File: config.mk
export PLATFORM = sky130hd
export DESIGN_NAME = mem_arbiter_2p
export DESIGN_NICKNAME = d
export VERILOG_FILES = /design/src/rtl/mem_arbiter_2p_pkg.sv /design/src/rtl/mem_arbiter_2p_resp_pipe.sv /design/src/rtl/mem_arbiter_2p.sv
export SDC_FILE = /design/constraint.sdc
export NUM_CORES = 1
export LEC_CHECK = 0
export ABC_AREA = 1
export CORE_AREA = 10 10 117 119
export DETAILED_ROUTE_END_ITERATION = 8
export DIE_AREA = 0 0 127 129
export PLACE_DENSITY_LB_ADDON = 0.1
export SYNTH_ARGS = -nofsm -noshare
export SYNTH_HDL_FRONTEND = slang
export SYNTH_SLANG_ARGS = --single-unit
File: constraint.sdc
create_clock -name clk_i -period 3.8 [get_ports clk_i]
set_input_delay 0.38 -clock clk_i [delete_from_list [all_inputs] [get_ports clk_i]]
set_output_delay 0.38 -clock clk_i [all_outputs]
set_load 0.1 [all_outputs]
File: src/rtl/mem_arbiter_2p_pkg.sv
// Shared types and constants for the two-port SRAM arbiter and its response pipe.
package mem_arb_pkg;

    typedef enum logic {
        PORT1 = 1'b0,
        PORT2 = 1'b1
    } port_id_e;

    typedef struct packed {
        logic     valid;
        port_id_e port;
        logic     err;
        logic     we;
    } resp_tag_t;

    localparam int unsigned MAX_LATENCY = 3;
    localparam logic [31:0] ERR_RDATA   = 32'h0;

    function automatic port_id_e other_port(input port_id_e p);
        port_id_e r;
        case (p)
            PORT1:   r = PORT2;
            PORT2:   r = PORT1;
            default: r = PORT1;
        endcase
        return r;
    endfunction

endpackage

File: src/rtl/mem_arbiter_2p_resp_pipe.sv
// Fixed-depth shift register carrying response tags so each grant's response
// surfaces exactly MEM_LATENCY cycles later, aligned with the SRAM read data.
module mem_arb_resp_pipe
    import mem_arb_pkg::*;
#(
    parameter int unsigned MEM_LATENCY = 1
) (
    input  logic      clk_i,
    input  logic      rst_ni,
    input  resp_tag_t push_i,
    output resp_tag_t head_o
);

    resp_tag_t r_stage [MEM_LATENCY];

    // Tag shift register; reset drops every in-flight response.
    always_ff @(posedge clk_i or negedge rst_ni) begin
        if (!rst_ni) begin
            for (int unsigned i = 0; i < MEM_LATENCY; i++) begin
                r_stage[i] <= '0;
            end
        end else begin
            r_stage[0] <= push_i;
            for (int unsigned i = 1; i < MEM_LATENCY; i++) begin
                r_stage[i] <= r_stage[i - 1];
            end
        end
    end

    assign head_o = r_stage[MEM_LATENCY - 1];

endmodule

File: src/rtl/mem_arbiter_2p.sv
// Round-robin arbiter sharing one single-port synchronous SRAM between two
// req/gnt/rvalid ports, with in-order response routing and a conflict counter.
module mem_arbiter_2p
    import mem_arb_pkg::*;
#(
    parameter int unsigned MEM_WORDS   = 1024,
    parameter int unsigned MEM_LATENCY = 1,
    parameter int unsigned AW          = $clog2(MEM_WORDS)
) (
    input  logic          clk_i,
    input  logic          rst_ni,
    input  logic          enable_i,

    input  logic          p1_req_i,
    output logic          p1_gnt_o,
    output logic          p1_rvalid_o,
    output logic          p1_err_o,
    input  logic          p1_we_i,
    input  logic [3:0]    p1_be_i,
    input  logic [31:0]   p1_addr_i,
    input  logic [31:0]   p1_wdata_i,
    output logic [31:0]   p1_rdata_o,

    input  logic          p2_req_i,
    output logic          p2_gnt_o,
    output logic          p2_rvalid_o,
    output logic          p2_err_o,
    input  logic          p2_we_i,
    input  logic [3:0]    p2_be_i,
    input  logic [31:0]   p2_addr_i,
    input  logic [31:0]   p2_wdata_i,
    output logic [31:0]   p2_rdata_o,

    output logic          mem_req_o,
    output logic          mem_we_o,
    output logic [3:0]    mem_be_o,
    output logic [AW-1:0] mem_addr_o,
    output logic [31:0]   mem_wdata_o,
    input  logic [31:0]   mem_rdata_i,

    output logic [31:0]   conflict_cnt_o
);

    port_id_e    r_rr_prio;
    logic [31:0] r_conflict_cnt;

    logic        w_both_req;
    logic        w_gnt1;
    logic        w_gnt2;
    logic        w_any_gnt;
    port_id_e    w_win;
    logic        w_we;
    logic [3:0]  w_be;
    logic [31:0] w_addr;
    logic [31:0] w_wdata;
    logic        w_in_range;
    resp_tag_t   w_push_tag;
    resp_tag_t   w_head;
    logic [31:0] w_resp_rdata;
    logic        w_p1_hit;
    logic        w_p2_hit;

    assign w_both_req = p1_req_i & p2_req_i;

    // Grant selection: a lone requester wins, a tie goes to the round-robin pointer.
    always_comb begin
        w_gnt1 = 1'b0;
        w_gnt2 = 1'b0;
        if (enable_i) begin
            if (w_both_req) begin
                if (r_rr_prio == PORT1) begin
                    w_gnt1 = 1'b1;
                end else begin
                    w_gnt2 = 1'b1;
                end
            end else if (p1_req_i) begin
                w_gnt1 = 1'b1;
            end else if (p2_req_i) begin
                w_gnt2 = 1'b1;
            end else begin
                w_gnt1 = 1'b0;
                w_gnt2 = 1'b0;
            end
        end else begin
            w_gnt1 = 1'b0;
            w_gnt2 = 1'b0;
        end
    end

    assign w_any_gnt = w_gnt1 | w_gnt2;
    assign p1_gnt_o  = w_gnt1;
    assign p2_gnt_o  = w_gnt2;

    // Winner's request fields; port 1 is the idle default.
    always_comb begin
        w_win   = PORT1;
        w_we    = p1_we_i;
        w_be    = p1_be_i;
        w_addr  = p1_addr_i;
        w_wdata = p1_wdata_i;
        if (w_gnt2) begin
            w_win   = PORT2;
            w_we    = p2_we_i;
            w_be    = p2_be_i;
            w_addr  = p2_addr_i;
            w_wdata = p2_wdata_i;
        end else begin
            w_win   = PORT1;
        end
    end

    // Any byte address bit at or above the SRAM size marks the access as out of range.
    assign w_in_range  = ((w_addr >> (AW + 2)) == 32'h0);

    assign mem_req_o   = w_any_gnt & w_in_range;
    assign mem_we_o    = w_any_gnt & w_in_range & w_we;
    assign mem_be_o    = w_be;
    assign mem_addr_o  = w_addr[AW+1:2];
    assign mem_wdata_o = w_wdata;

    // Tag for the current grant, pushed into the latency-matched pipe.
    always_comb begin
        w_push_tag       = '0;
        w_push_tag.valid = w_any_gnt;
        w_push_tag.port  = w_win;
        w_push_tag.err   = ~w_in_range;
        w_push_tag.we    = w_we;
    end

    mem_arb_resp_pipe #(
        .MEM_LATENCY (MEM_LATENCY)
    ) u_resp_pipe (
        .clk_i  (clk_i),
        .rst_ni (rst_ni),
        .push_i (w_push_tag),
        .head_o (w_head)
    );

    assign w_p1_hit     = w_head.valid & (w_head.port == PORT1);
    assign w_p2_hit     = w_head.valid & (w_head.port == PORT2);
    assign w_resp_rdata = (w_head.we | w_head.err) ? ERR_RDATA : mem_rdata_i;

    assign p1_rvalid_o  = w_p1_hit;
    assign p2_rvalid_o  = w_p2_hit;
    assign p1_err_o     = w_p1_hit & w_head.err;
    assign p2_err_o     = w_p2_hit & w_head.err;
    assign p1_rdata_o   = w_p1_hit ? w_resp_rdata : ERR_RDATA;
    assign p2_rdata_o   = w_p2_hit ? w_resp_rdata : ERR_RDATA;

    // Round-robin pointer moves to the loser only when a grant is issued.
    always_ff @(posedge clk_i or negedge rst_ni) begin
        if (!rst_ni) begin
            r_rr_prio <= PORT1;
        end else if (w_any_gnt) begin
            r_rr_prio <= other_port(w_win);
        end else begin
            r_rr_prio <= r_rr_prio;
        end
    end

    // Saturating count of cycles with both ports requesting, regardless of enable.
    always_ff @(posedge clk_i or negedge rst_ni) begin
        if (!rst_ni) begin
            r_conflict_cnt <= 32'h0;
        end else if (w_both_req && (r_conflict_cnt != 32'hFFFF_FFFF)) begin
            r_conflict_cnt <= r_conflict_cnt + 32'd1;
        end else begin
            r_conflict_cnt <= r_conflict_cnt;
        end
    end

    assign conflict_cnt_o = r_conflict_cnt;

endmodule

==> summary.txt <==
Global route
  – Initial antenna violation count: 2
  – Total track usage: 22.6%
  – Largest net degree at the start of global routing: 65
  – Gr ovfl total: 0
  – Vias in the first global route: 4675
  – First-pass GRT wire length: 28600 µm

Worst setup path
  – Slowest stage delay, CP: between 0.5 and 0.6 ns
  – Critical Path Sink Type: output pin
  – Buf/Inv on CP: 3
  – Top Family by Delay on Critical Path: buffers and inverters
  – Req. time, crit path: roughly 3.4 ns
  – Critical-path cell with the highest stage delay: clkdlybuf4s50_1
  – Critical Path Start Type: input port
  – Worst EP arrival: between 2 and 2.5 ns
  – Crit path kind: input port to output pin
  – Worst R2R Setup Slack: between 1.5 and 2 ns
  – CP max FO: 52
  – Crit-path cells: clkdlybuf4s50_1 > nand2_1 > a21oi_4 > buf_4 > or2_2 > o21ai_0 > nor2_1 > buf_12

Synthesis
  – Yosys cell types: 25
  – XOR/XNOR Fraction of Synth Area: 2.63%
  – Register area share after synthesis: between 20% and 30%
  – Post-synthesis mux area share: 0%
  – Simple-gate share of the synthesized area: 58.8%
  – Synth Cell Area: approximately 3700 µm²
  – Largest family of logic cells by synthesized area: simple AND/OR/NAND/NOR gates
  – Synth top area share: 36.3%
  – Ranking of synthesized cells by area: nand2_1, dfrtp_1, nor3_1
  – Synth Area in Compound Gates: 1.33%
  – Mapped Cells: approximately 690
  – Synth Area in Adders: 0.342%
  – Yosys warnings: 0
  – Yosys reg bits: 37
  – Syn nets: 861
  – Synth area leader: nand2_1
  – Mean Syn Cell Area: 5.34 µm²

Power
  – Comb pwr share: a little over half
  – Seq pwr share: 21.9%
  – Maximum VDD drop: 0.402 mV
  – Clock Power Share: a little under a quarter
  – Power, Total: 2070 µW
  – Sw Pwr: 917 µW
  – Cell internal pwr: 1150 µW
  – Leak: 0.00353 µW
  – Sw Ratio: 44.3%
  – PD cells: about 280 nW/µm²

Placed design
  – Post-place setup slack: 1.09 ns
  – GPL Wtd Cong: 0.979
  – Detailed Place HPWL: 16800 µm
  – Port-buffer cells: 320
  – Cell Area, Placed: approximately 7200 µm²

Clocking
  – Clock sink count: 37
  – Post-CTS resize count: 0
  – Max clock buf depth: 2
  – Setup Fix Bufs, Post-CTS: 0
  – CTS Buf Count: 5
  – Worst-path clk slew: ~0.060 ns
  – Hold buffers post-CTS: 0
  – Htree depth: 2
  – CTS tree: done
  – CTS root buf: clkbuf_16
  – Latest clock arrival within the worst-skew pair: 0.28 ns

Floorplan
  – Initial Util: 32.3%
  – Die W: around 130 µm
  – Die area: 16400 µm²
  – Row cnt: 39
  – Die Ht: 129 µm
  – I/O pin cnt: 325
  – Core area: 11300 µm²

Timing
  – Period minus WS final: 2.70 ns
  – Tightest Pin Transition: ~1.1 ns
  – Hold Vio Cnt, Final: 0
  – Final Max Slew Viols: 0
  – Post-route clock skew: around 0.0025 ns
  – Rel. slew slack: 25.1%
  – Setup_tns: 0 ns
  – RSZ-0062 raised after global routing: false
  – Final Worst Setup Slack: 1.10 ns
  – Final worst-path cycle share: 71.0%
  – FMAX: 371 MHz
  – # setup viols final: 0

Final layout
  – Commonest non-fill, non-tap cell in the layout: nand2_1
  – Area added between synthesis and finish: 102%
  – Final instance area: 7390 µm²
  – Most frequent cells in the layout: nand2_1, clkdlybuf4s50_1, nor2_1
  – # nets final: 1161
  – Share of cells above drive strength 1: 14.4%

Run status
  – Status: finished clean

Min path
  – Worst Hold Class: input port to async pin

Route
  – Drt pass-1 iters: 6
  – Initial DRC Count: 427
  – Drt total wl: 19800 µm
  – DR vias/cell: 4.54
  – DRC: 0
  – Drt wl/cell: ~18 µm
  – Antenna Nets Post-Route: 0
  – Via count: 5127

Flow run
  – MaxCap Viol Count: 0
cells in the mapped netlist:
cell	instances
or2_2	2
o21ai_0	6
xor2_1	4
inv_1	68
a21oi_2	1
buf_1	5
nand3_1	19
nor2_1	80
inv_4	1
inv_2	1
buf_6	6
buf_2	4
nor2_2	2
nand2_4	2
nand4_1	1
nand2_8	1
xnor2_1	7
nand2_1	354
a21oi_1	2
nor3_1	64
dfrtp_1	37
nand3_2	1
clkbuf_1	14
nor2_4	2
ha_1	1
routing by layer:
metal | GRT usage [%] | routed length (µm) | part of all wire [%]
met2 | 40.4 | 9960 | 50
met5 | 0 | 26 | 0.13
met1 | 24.0 | 7260 | 37
met3 | 11.5 | 2410 | 12
met4 | 2.75 | 114 | 0.58
per-stage QoR:
| step | std cells | utilization (%) | hold WS (ns) |
|---|---|---|---|
| 2_1_floorplan | 685 | - | 0.0844 |
| 3_3_place_gp | 1121 | 63.7 | 0.520 |
| 4_1_cts | 1129 | 65.2 | 0.232 |
| 6_report | 1130 | 65.3 | 0.197 |
| 5_1_grt | 1129 | 65.2 | 0.277 |
| 3_5_place_dp | 1121 | 63.7 | 0.530 |
power groups by stage:
stage	clock network, µW	logic, µW	registers [µW]
floorplan	0	520	590
global placement	0	1140	459
detailed placement	0	1140	461
CTS	494	1140	454
global route	509	1180	461
finish	487	1130	455
registers in the layout, indices dropped and copies added, names as in the netlist:
signal,count
conflict_cnt_o,32
r_rr_prio,1
u_resp_pipe.head_o,4
path summary, 6_finish.rpt:
path,from,endpoint,cells after the start
min,rst_ni,conflict_cnt_o[3],1
min reg2reg,conflict_cnt_o[30],conflict_cnt_o[30],2
max in group asynchronous,rst_ni,conflict_cnt_o[23],1
min in group clk_i,conflict_cnt_o[30],conflict_cnt_o[30],2
max,p2_req_i,mem_we_o,8
max reg2reg,conflict_cnt_o[0],conflict_cnt_o[26],10
final cells by class:
cell class	instances	area (µm²)
fill	1021	3930
multi-input combinational	549	2320
timing repair buffer	322	3520
inverter	70	265
tap	143	179
sequential	37	926
antenna	1	2.50
clock buffer	7	143
clock inverter	1	30.0
cell families after synthesis:
| kind of cell | Yosys count |
|---|---|
| AOI/OAI and AO/OA | 9 |
| xor gates and xnor gates | 11 |
| adders and majority gates | 1 |
| buffers and inverters | 99 |
| DFF | 37 |
| and+or+nand+nor | 528 |
worst register-to-register path, delay by kind of cell, from the launching register on:
family | cells | cell delay [ns]
fa+ha+maj | 1 | 0.35
flops | 1 | 0.47
buf+inv | 2 | 0.29
simple gates | 7 | 0.81
No activity file was read; power rests on OpenSTA's default activity.
==> edit: new RTL, same flow settings <==
`MEM_WORDS`: 1024 -> 2048.
--- a/src/rtl/mem_arbiter_2p.sv
+++ b/src/rtl/mem_arbiter_2p.sv
@@ -3,7 +3,7 @@
 module mem_arbiter_2p
     import mem_arb_pkg::*;
 #(
-    parameter int unsigned MEM_WORDS   = 1024,
+    parameter int unsigned MEM_WORDS   = 2048,
     parameter int unsigned MEM_LATENCY = 1,
     parameter int unsigned AW          = $clog2(MEM_WORDS)
 ) (
Ports: changed (resized mem_addr_o); port bits go from 325 to 326. No check against the original RTL was run, so the function may have changed too.
==> edit against the original RTL <==
- sequential cell count unchanged
- setup slack gained 0.044 ns
- total power up 3.8%
- maximum frequency is 1.7% higher
- cell area up 1.4%
- clock skew increased by 0.0035 ns
- area after synthesis increased by 1.1%
- routed wire length grew 7.1%
==> edit: results (changes against the original RTL) <==
INFO  run_status     run_status=completed [unchanged]
INFO  routing        drt_iter0_drc=361 [was 427]
INFO  hold_path      hp-class=input pin to async pin [unchanged]
INFO  cells_and_area design.final.nets=1164 [was 1161]
INFO  global_routing grt_start_max_net_pins=65 [unchanged]
INFO  logic_synthesis synth-main-ff-cell=dfrtp_1 [unchanged]
INFO  global_routing initial_antenna_violation_count=4 [was 2]
INFO  cts            cts.htree.levels=2 [unchanged]
INFO  logic_synthesis synth-seq-area-share=25.0% [was 25.3%]
INFO  routing        drtPass1Iterations=5 [was 6]
INFO  cells_and_area drive_gt1_share=16.0% [was 14.4%]
INFO  pwr            power.ir.vdd_worst=340uV [was 402 uV]
INFO  routing        routed_vias_inst=4.68 [was 4.54]
INFO  sta            fin_worst_skew=0.00601ns [was 0.00246 ns]
INFO  critical_path  reg2regPathDepth=10 [unchanged]
INFO  routing        wirelength=21200um [was 19800 um]
INFO  sta            whs=0.203ns [was 0.197 ns]
INFO  cells_and_area largest_register_ff_count=32 [unchanged]
INFO  cts            clock_insertion_delay_worst_skew=0.28ns [about the same]
INFO  logic_synthesis ys_types=29 [was 25]
INFO  logic_synthesis synth.net_count=859 [was 861]
INFO  cts            cts_resized=0 [unchanged]
INFO  placement      dpl.hpwl=18200um [was 16800 um]
INFO  placement      dpl_cell_area=7300um2 [was 7210 um2]
INFO  critical_path  reg2reg_setup_slack=1.80ns [was 1.77 ns]
INFO  critical_path  crit_fanout=47 [was 52]
INFO  cts            ctsRootBufferMaster=clkbuf_16 [unchanged]
INFO  critical_path  arrival=2.27ns [was 2.32 ns]
INFO  sta            worst_pin_slew=1.09ns [was 1.12 ns]
INFO  placement      globalplace.congestion=0.986 [was 0.979]
INFO  cts            clk_pin_slew_worst_paths=0.06ns [about the same]
INFO  logic_synthesis synth.top_cells.by_area=nand2_1 34%, dfrtp_1 25%, nor3_1 8.9% [was nand2_1 36%, dfrtp_1 25%, nor3_1 8.8%]
INFO  critical_path  regToRegStartpoint=conflict_cnt_o[0] [unchanged]
INFO  cts            clockBufferDepth=2 [unchanged]
INFO  global_routing grt_util_all_layers=24.6% [was 22.6%]
INFO  global_routing number_of_global_route_vias_before_repair=4878 [was 4675]
INFO  logic_synthesis syn-mean-instance-area=5.42um2 [was 5.34 um2]
INFO  placement      buffer_ports.inserted=321 [was 320]
INFO  logic_synthesis yosysWarnings=0 [unchanged]
INFO  placement      preCtsSetupSlack=1.15ns [was 1.09 ns]
INFO  logic_synthesis synth.cells.most_frequent=340 x nand2_1, 74 x nor2_1, 72 x inv_1 [was 354 x nand2_1, 80 x nor2_1, 68 x inv_1]
INFO  cts            cts.repair_timing.setup_buffer_count=0 [unchanged]
INFO  cts            cts_buffers=5 [unchanged]
INFO  placement      placed_cells=1124 [was 1121]
INFO  critical_path  critical_path.reg2reg.endpoint=conflict_cnt_o[30] [was conflict_cnt_o[26]]
INFO  routing        wl_per_cell=18.7um [was 17.5 um]
INFO  logic_synthesis asyncSetResetFlopFracSynth=100% [unchanged]
INFO  pwr            leakagePower=3.59nW [was 3.53 nW]
INFO  global_routing grt_first_pass_wirelength=30700um [was 28600 um]
==> edit: cell types whose count changed in the layout (fill, tap and decap cells not counted), sizes merged, moves of 2 or more <==
cell / change
nand3: -3
nand4: +4
nor2: -5
buf: +4
nor3: +2
nand2: -3
inv: +4
clkbuf: -2
==> edit: cells by family (layout without fill, tap and decap cells) <==
| logic type | count (synthesis) | in the layout | share of synthesized area (%) |
|---|---|---|---|
| flops | 37 | 37 | 25.0 |
| other cells | 0 | 1 | 0 |
| compound gates | 8 | 8 | 1.18 |
| fa+ha+maj | 1 | 1 | 0.338 |
| simple gates | 524 | 524 | 58.8 |
| buf+inv | 102 | 408 | 12.0 |
| xor+xnor | 11 | 11 | 2.60 |
==> edit: worst max path at each step <==
stage / endpoint / slack [ns] / start / cells after the start
after detailed placement: mem_be_o[1] / 1.15 / p2_req_i / 8
after floorplan: p1_rdata_o[22] / -0.31 / u_resp_pipe.head_o[2] / 4
after global placement: mem_be_o[1] / 1.18 / p2_req_i / 8
after global routing: mem_be_o[1] / 1.00 / p2_req_i / 8
final: mem_be_o[1] / 1.15 / p2_req_i / 8
after CTS: mem_be_o[1] / 1.15 / p2_req_i / 8
==> edit: layout make-up <==
cell class                      instances  area, um2
Antenna cell                            1       2.50
Clock buffer                            5        125
Clock inverter                          3       65.1
Fill cell                            1059       3830
Inverter                               74        285
Multi-Input combinational cell        544       2340
Sequential cell                        37        926
Tap cell                              143        179
Timing Repair Buffer                  326       3560
==> edit: critical path: stages <==
cell,delay [ns]
clkdlybuf4s50_1,0.51
nand2_1,0.10
a21oi_4,0.43
inv_1,0.11
buf_4,0.30
nand2_1,0.12
nand2_1,0.11
buf_12,0.19
==> edit: power breakdown <==
part | leakage [nW] | total, mW | switching, mW | internal, mW
logic | 3.01 | 1.16 | 0.743 | 0.419
clock network | 0.0938 | 0.537 | 0.162 | 0.375
registers | 0.494 | 0.451 | 0.0335 | 0.417
==> edit: layer usage <==
layer / vias up / wire length (um) / GRT usage, %
met5: - / 41 / 0
met4: 6 / 201 / 3.42
met3: 21 / 2670 / 11.7
met2: 264 / 9590 / 39.9
met1: 2330 / 8700 / 29.6
li1: 2681 / - / -
